**src/rtl/filter_pkg.sv**
```systemverilog
// Shared coefficient formats, limits, reset values and ramp FSM states for the
// state-variable filter parameter path.
package filter_pkg;

  localparam int COEF_W = 20;

  localparam logic signed [COEF_W-1:0] F_MAX        = 20'sd288358;
  localparam logic signed [COEF_W-1:0] Q1_MAX       = 20'sd131072;
  localparam logic signed [COEF_W-1:0] F_RESET_DEF  = 20'sd13176;
  localparam logic signed [COEF_W-1:0] Q1_RESET_DEF = 20'sd92682;

  typedef enum logic [1:0] {
    IDLE = 2'd0,
    RAMP = 2'd1,
    STEP = 2'd2
  } ramp_state_t;

  // Negative requests collapse to zero so the filter never sees a negative coefficient.
  function automatic logic signed [COEF_W-1:0] clamp_coef(
    input logic signed [COEF_W-1:0] v,
    input logic signed [COEF_W-1:0] hi
  );
    if (v < 0) return '0;
    if (v > hi) return hi;
    return v;
  endfunction

endpackage

```
**src/rtl/svf_slew_step.sv**
```systemverilog
// One smoothing step: moves cur toward target by diff>>>STEP_SHIFT, at least one LSB.
module svf_slew_step
  import filter_pkg::*;
#(
  parameter int STEP_SHIFT = 6
) (
  input  logic signed [COEF_W-1:0] cur,
  input  logic signed [COEF_W-1:0] target,
  output logic signed [COEF_W-1:0] next_val
);

  logic signed [COEF_W:0] diff;
  logic signed [COEF_W:0] step;
  logic signed [COEF_W:0] sum;

  always_comb begin
    diff = {target[COEF_W-1], target} - {cur[COEF_W-1], cur};
    step = diff >>> STEP_SHIFT;
    // Small residues would otherwise stall short of the target.
    if (step == '0 && diff != '0) begin
      step = diff[COEF_W] ? '1 : {{COEF_W{1'b0}}, 1'b1};
    end
    sum      = {cur[COEF_W-1], cur} + step;
    next_val = sum[COEF_W-1:0];
  end

endmodule

```
**src/rtl/svf_param_ramp.sv**
```systemverilog
// Smooths F/Q1 coefficient updates for the state-variable filter, stepping once
// per falling edge of the sample strobe toward the most recently accepted target.
module svf_param_ramp
  import filter_pkg::*;
#(
  parameter int STEP_SHIFT = 6,
  parameter int F_RESET    = 13176,
  parameter int Q1_RESET   = 92682
) (
  input  logic                     clk,
  input  logic                     resetn,
  input  logic                     sample_clk,
  input  logic signed [COEF_W-1:0] tgt_f,
  input  logic signed [COEF_W-1:0] tgt_q1,
  input  logic                     tgt_valid,
  output logic                     tgt_ready,
  output logic signed [COEF_W-1:0] F,
  output logic signed [COEF_W-1:0] Q1,
  output logic                     settled
);

  ramp_state_t state_reg, state_next;

  logic signed [COEF_W-1:0] f_reg, q1_reg;
  logic signed [COEF_W-1:0] tf_reg, tq_reg;
  logic signed [COEF_W-1:0] f_next, q1_next;
  logic signed [COEF_W-1:0] tgt_f_clamped, tgt_q1_clamped;
  logic                     sclk_prev_reg;
  logic                     tick;
  logic                     accept;

  assign tgt_f_clamped  = clamp_coef(tgt_f, F_MAX);
  assign tgt_q1_clamped = clamp_coef(tgt_q1, Q1_MAX);
  assign tick           = sclk_prev_reg & ~sample_clk;
  assign accept         = tgt_valid & tgt_ready;

  svf_slew_step #(.STEP_SHIFT(STEP_SHIFT)) u_step_f (
    .cur      (f_reg),
    .target   (tf_reg),
    .next_val (f_next)
  );

  svf_slew_step #(.STEP_SHIFT(STEP_SHIFT)) u_step_q1 (
    .cur      (q1_reg),
    .target   (tq_reg),
    .next_val (q1_next)
  );

  always_comb begin
    state_next = state_reg;
    tgt_ready  = 1'b1;
    settled    = 1'b0;
    case (state_reg)
      IDLE: begin
        settled = 1'b1;
        if (accept && (tgt_f_clamped != f_reg || tgt_q1_clamped != q1_reg)) begin
          state_next = RAMP;
        end
      end
      RAMP: begin
        if (tick) state_next = STEP;
      end
      STEP: begin
        tgt_ready  = 1'b0;
        state_next = (f_next == tf_reg && q1_next == tq_reg) ? IDLE : RAMP;
      end
      default: state_next = IDLE;
    endcase
  end

  always_ff @(posedge clk) begin
    if (!resetn) begin
      state_reg     <= IDLE;
      f_reg         <= COEF_W'(F_RESET);
      q1_reg        <= COEF_W'(Q1_RESET);
      tf_reg        <= COEF_W'(F_RESET);
      tq_reg        <= COEF_W'(Q1_RESET);
      sclk_prev_reg <= 1'b0;
    end else begin
      state_reg     <= state_next;
      sclk_prev_reg <= sample_clk;
      // A target taken in the tick cycle is already in place for the STEP that follows.
      if (accept) begin
        tf_reg <= tgt_f_clamped;
        tq_reg <= tgt_q1_clamped;
      end
      if (state_reg == STEP) begin
        f_reg  <= f_next;
        q1_reg <= q1_next;
      end
    end
  end

  assign F  = f_reg;
  assign Q1 = q1_reg;

endmodule

```
**config.mk**
```make
export PLATFORM = sky130hd
export DESIGN_NAME = svf_param_ramp
export DESIGN_NICKNAME = d
export VERILOG_FILES = /design/src/rtl/filter_pkg.sv /design/src/rtl/svf_slew_step.sv /design/src/rtl/svf_param_ramp.sv
export SDC_FILE = /design/constraint.sdc
export NUM_CORES = 1
export LEC_CHECK = 0
export BUFFER_PORTS_ARGS = -buffer_cell sky130_fd_sc_hd__buf_4
export CAP_MARGIN = 20
export CORE_MARGIN = 2
export CORE_UTILIZATION = 55
export DETAILED_ROUTE_END_ITERATION = 10
export PLACE_DENSITY = 0.82
export SYNTH_ARGS = -nofsm -noshare
export SYNTH_HDL_FRONTEND = slang
export SYNTH_SLANG_ARGS = --single-unit
```
**constraint.sdc**
```tcl
create_clock -name clk -period 6.4 [get_ports clk]
set_input_delay 0.32 -clock clk [delete_from_list [all_inputs] [get_ports clk]]
set_output_delay 0.32 -clock clk [all_outputs]
set_load 0.03 [all_outputs]
```
==> impl_metrics.toml <==
[flow_run]
cap_viol_max_count = 0

[die]
die_w_um = 129.9
die-area_um2 = 16870
core_area_um2 = 15710
initial_core_util = 0.5547
io-pin-count = 86
rows = 46
die_height_um = 129.9

[clock_tree]
cts_tree = "done"
cts-root-buf = "clkbuf_16"
clockBufferDepth = 2
cts.sinks = 81
cts_made_buffers = 9
clk_latency_ps = 350
path_clk_slew_ps = 70
h-tree-depth = 3
ctsHoldBuffers = 0

[sta]
final_hold_viol_count = 0
setup_ws_ps = -249.5
maxSlewHeadroom = 0.3029
final.min_clock_period_ps = 6650
worstMarginPinSlew_ps = 1019
setup_violations = 1
grt_setup_unrepaired = "yes"
whs_ps = 182.0
skew_ps = 6.048
final_max_slew_viol_count = 0
max_freq_mhz = 150.4
timing.final.crit_share = 1.039

[final_layout]
diodes = 0
postLayoutCellArea_um2 = 10710
area_growth_pct = 22.93
drive_gt1_frac = 0.1913
layout_commonest_cell = "buf_4"
mostFrequentLayoutCells = "buf_4 (189), nand2_1 (132), dfxtp_1 (79)"
fin_util = 0.6819
finish.net_count = 1458
instances_no_fill = 1549

[detailed_routing]
routedWlPerCell_um = 21.28
ant_nets = 0
routed_wl_um = 32960
drc = 0
drt_iter0_drc = 1141
drt-vias-per-instance = 6.507
dr_total_vias = 10080
firstDrtPassIters = 7

[place]
post_dp_cell_area_um2 = 10220
dp.cells = 1532
portBuffers = 85
place_hpwl_um = 25300
place.gp.congestion = 0.9888

[global_route]
grt_remaining_overflow = 0
grt_pass1_vias = 9277
grt_start_max_net_pins = 82
grt_pass1_wl_um = 50440
antenna_found_initial = 0
grt_usage = 0.3881

[power]
leakage_nw = 4.581
ir_drop_v = 0.0001365
power_per_cell_area_nw_per_um2 = 222.4

[worst_setup_path]
crit_arrival_ps = 6860
critical_path_class = "register to register"
critical-path-max-stage-delay_ps = 530
critPathLaunchType = "register"
endpoint_kind = "register"
cp.required_ps = 6610
cp_max_fo = 4
slowest_stage = "or4_1"

[status]
outcome = "finished, violations left"
violations = "setup timing"

[yosys]
synth-seq-cells = 81
synth_cells = 1175
yosysWarnings = 0
syn-cell-area_um2 = 8716
synth_cell_types = 74
synth-main-ff-cell = "dfxtp_1"
synthesis.nets = 1303
synth_edf_count = 0
avgSynthCellArea_um2 = 7.418
async_flop_share = 0
ys_seq_area_frac = 0.1860

[hold_path]
min_path_type = "input port to register"
cell usage after synthesis, types with 6 or more instances:
cell         n  area share
o32ai_1      6      0.0060
xor2_1      34       0.034
and3_1       9      0.0065
or2_2        6      0.0043
and2_1      12      0.0086
o31a_1       6      0.0060
nand4_1     14       0.010
ha_1        80        0.11
o31ai_1     10      0.0086
a211o_1      7      0.0070
o21a_1      22       0.019
o311ai_0     6      0.0060
a21o_1      19       0.016
o2111ai_1    7      0.0070
nor4b_1     13       0.013
o21bai_1     6      0.0052
a211oi_1    10      0.0086
nor4_1       7      0.0050
nor2b_1     20       0.014
xnor2_1     65       0.065
nor3b_1      8      0.0069
clkbuf_1    44       0.019
a31oi_1     12      0.0086
nor3_1      29       0.017
inv_1       69       0.030
or4_1        8      0.0069
nor2_1      75       0.032
a2111oi_0    9      0.0090
dfxtp_1     81        0.19
nand2b_1    18       0.013
o211ai_1    20       0.017
nand3_1     63       0.036
a21oi_1     79       0.045
a21boi_0    32       0.028
o21ai_0     56       0.032
nand2_1    132       0.057
where the power goes:
| group | switching [mW] | internal (mW) |
|---|---|---|
| sequential | 0.0184 | 0.521 |
| combinational | 0.759 | 0.527 |
| clock | 0.227 | 0.331 |
repair_timing:
action                     in CTS  in global routing
gates resized for setup        20                 17
pin swaps                       4                  9
setup buffers                   1                  2
setup endpoints to repair       2                  5
cloned                          0                  0
critical path, delay by kind of cell (launching register included):
family / cells / cell delay, ps
compound gates: 5 / 1230
xor+xnor: 2 / 260
fa+ha+maj: 4 / 1330
buf+inv: 2 / 110
flops: 1 / 360
simple gates: 12 / 3250
cells by family (layout without fill, tap and decap cells):
group                    after synthesis  after routing  share of synthesized area
adder cells (fa/ha/maj)               84             84                     0.1240
XOR/XNOR                             100            100                     0.1021
AND/OR/NAND/NOR                      429            429                     0.2440
buffers and inverters                115            273                    0.04967
flip-flops                            81             81                     0.1860
AO/OA/AOI/OAI                        366            366                     0.2941
through the flow:
stage	setup slack (ps)	TNS [ps]	power [mW]
6_report	-249.5	-249.5	2.383
5_1_grt	-449.2	-449.2	2.490
4_1_cts	-200.4	-200.4	2.328
3_5_place_dp	-651.8	-962.8	1.751
3_3_place_gp	-533.3	-678.6	1.743
2_1_floorplan	116.8	0	1.349
layout make-up:
type,instances,area (µm²)
sequential,81,1624
tap,216,270.3
fill,1362,4999
timing repair buffer,190,1430
multi-input combinational,979,6827
clock buffer,12,266.5
inverter,69,259.0
clock inverter,2,37.54
final timing paths:
check / from / end / slack (ps) / cells after the start
min: sample_clk / sclk_prev_reg / 180 / 2
max reg2reg: tf_reg[0] / state_reg[0] / -250 / 25
min reg2reg: tq_reg[15] / tq_reg[15] / 510 / 2
max: tf_reg[0] / state_reg[0] / -250 / 25
layer usage:
layer | vias to the layer above | track usage | share of wire
li1 | 4623 | - | -
met1 | 4697 | 0.4895 | 0.39
met2 | 627 | 0.6366 | 0.46
met3 | 133 | 0.05658 | 0.091
met4 | 0 | 0.2182 | 0.058
met5 | - | 0 | 0
Note: power is estimated with default switching activity, not from simulation.
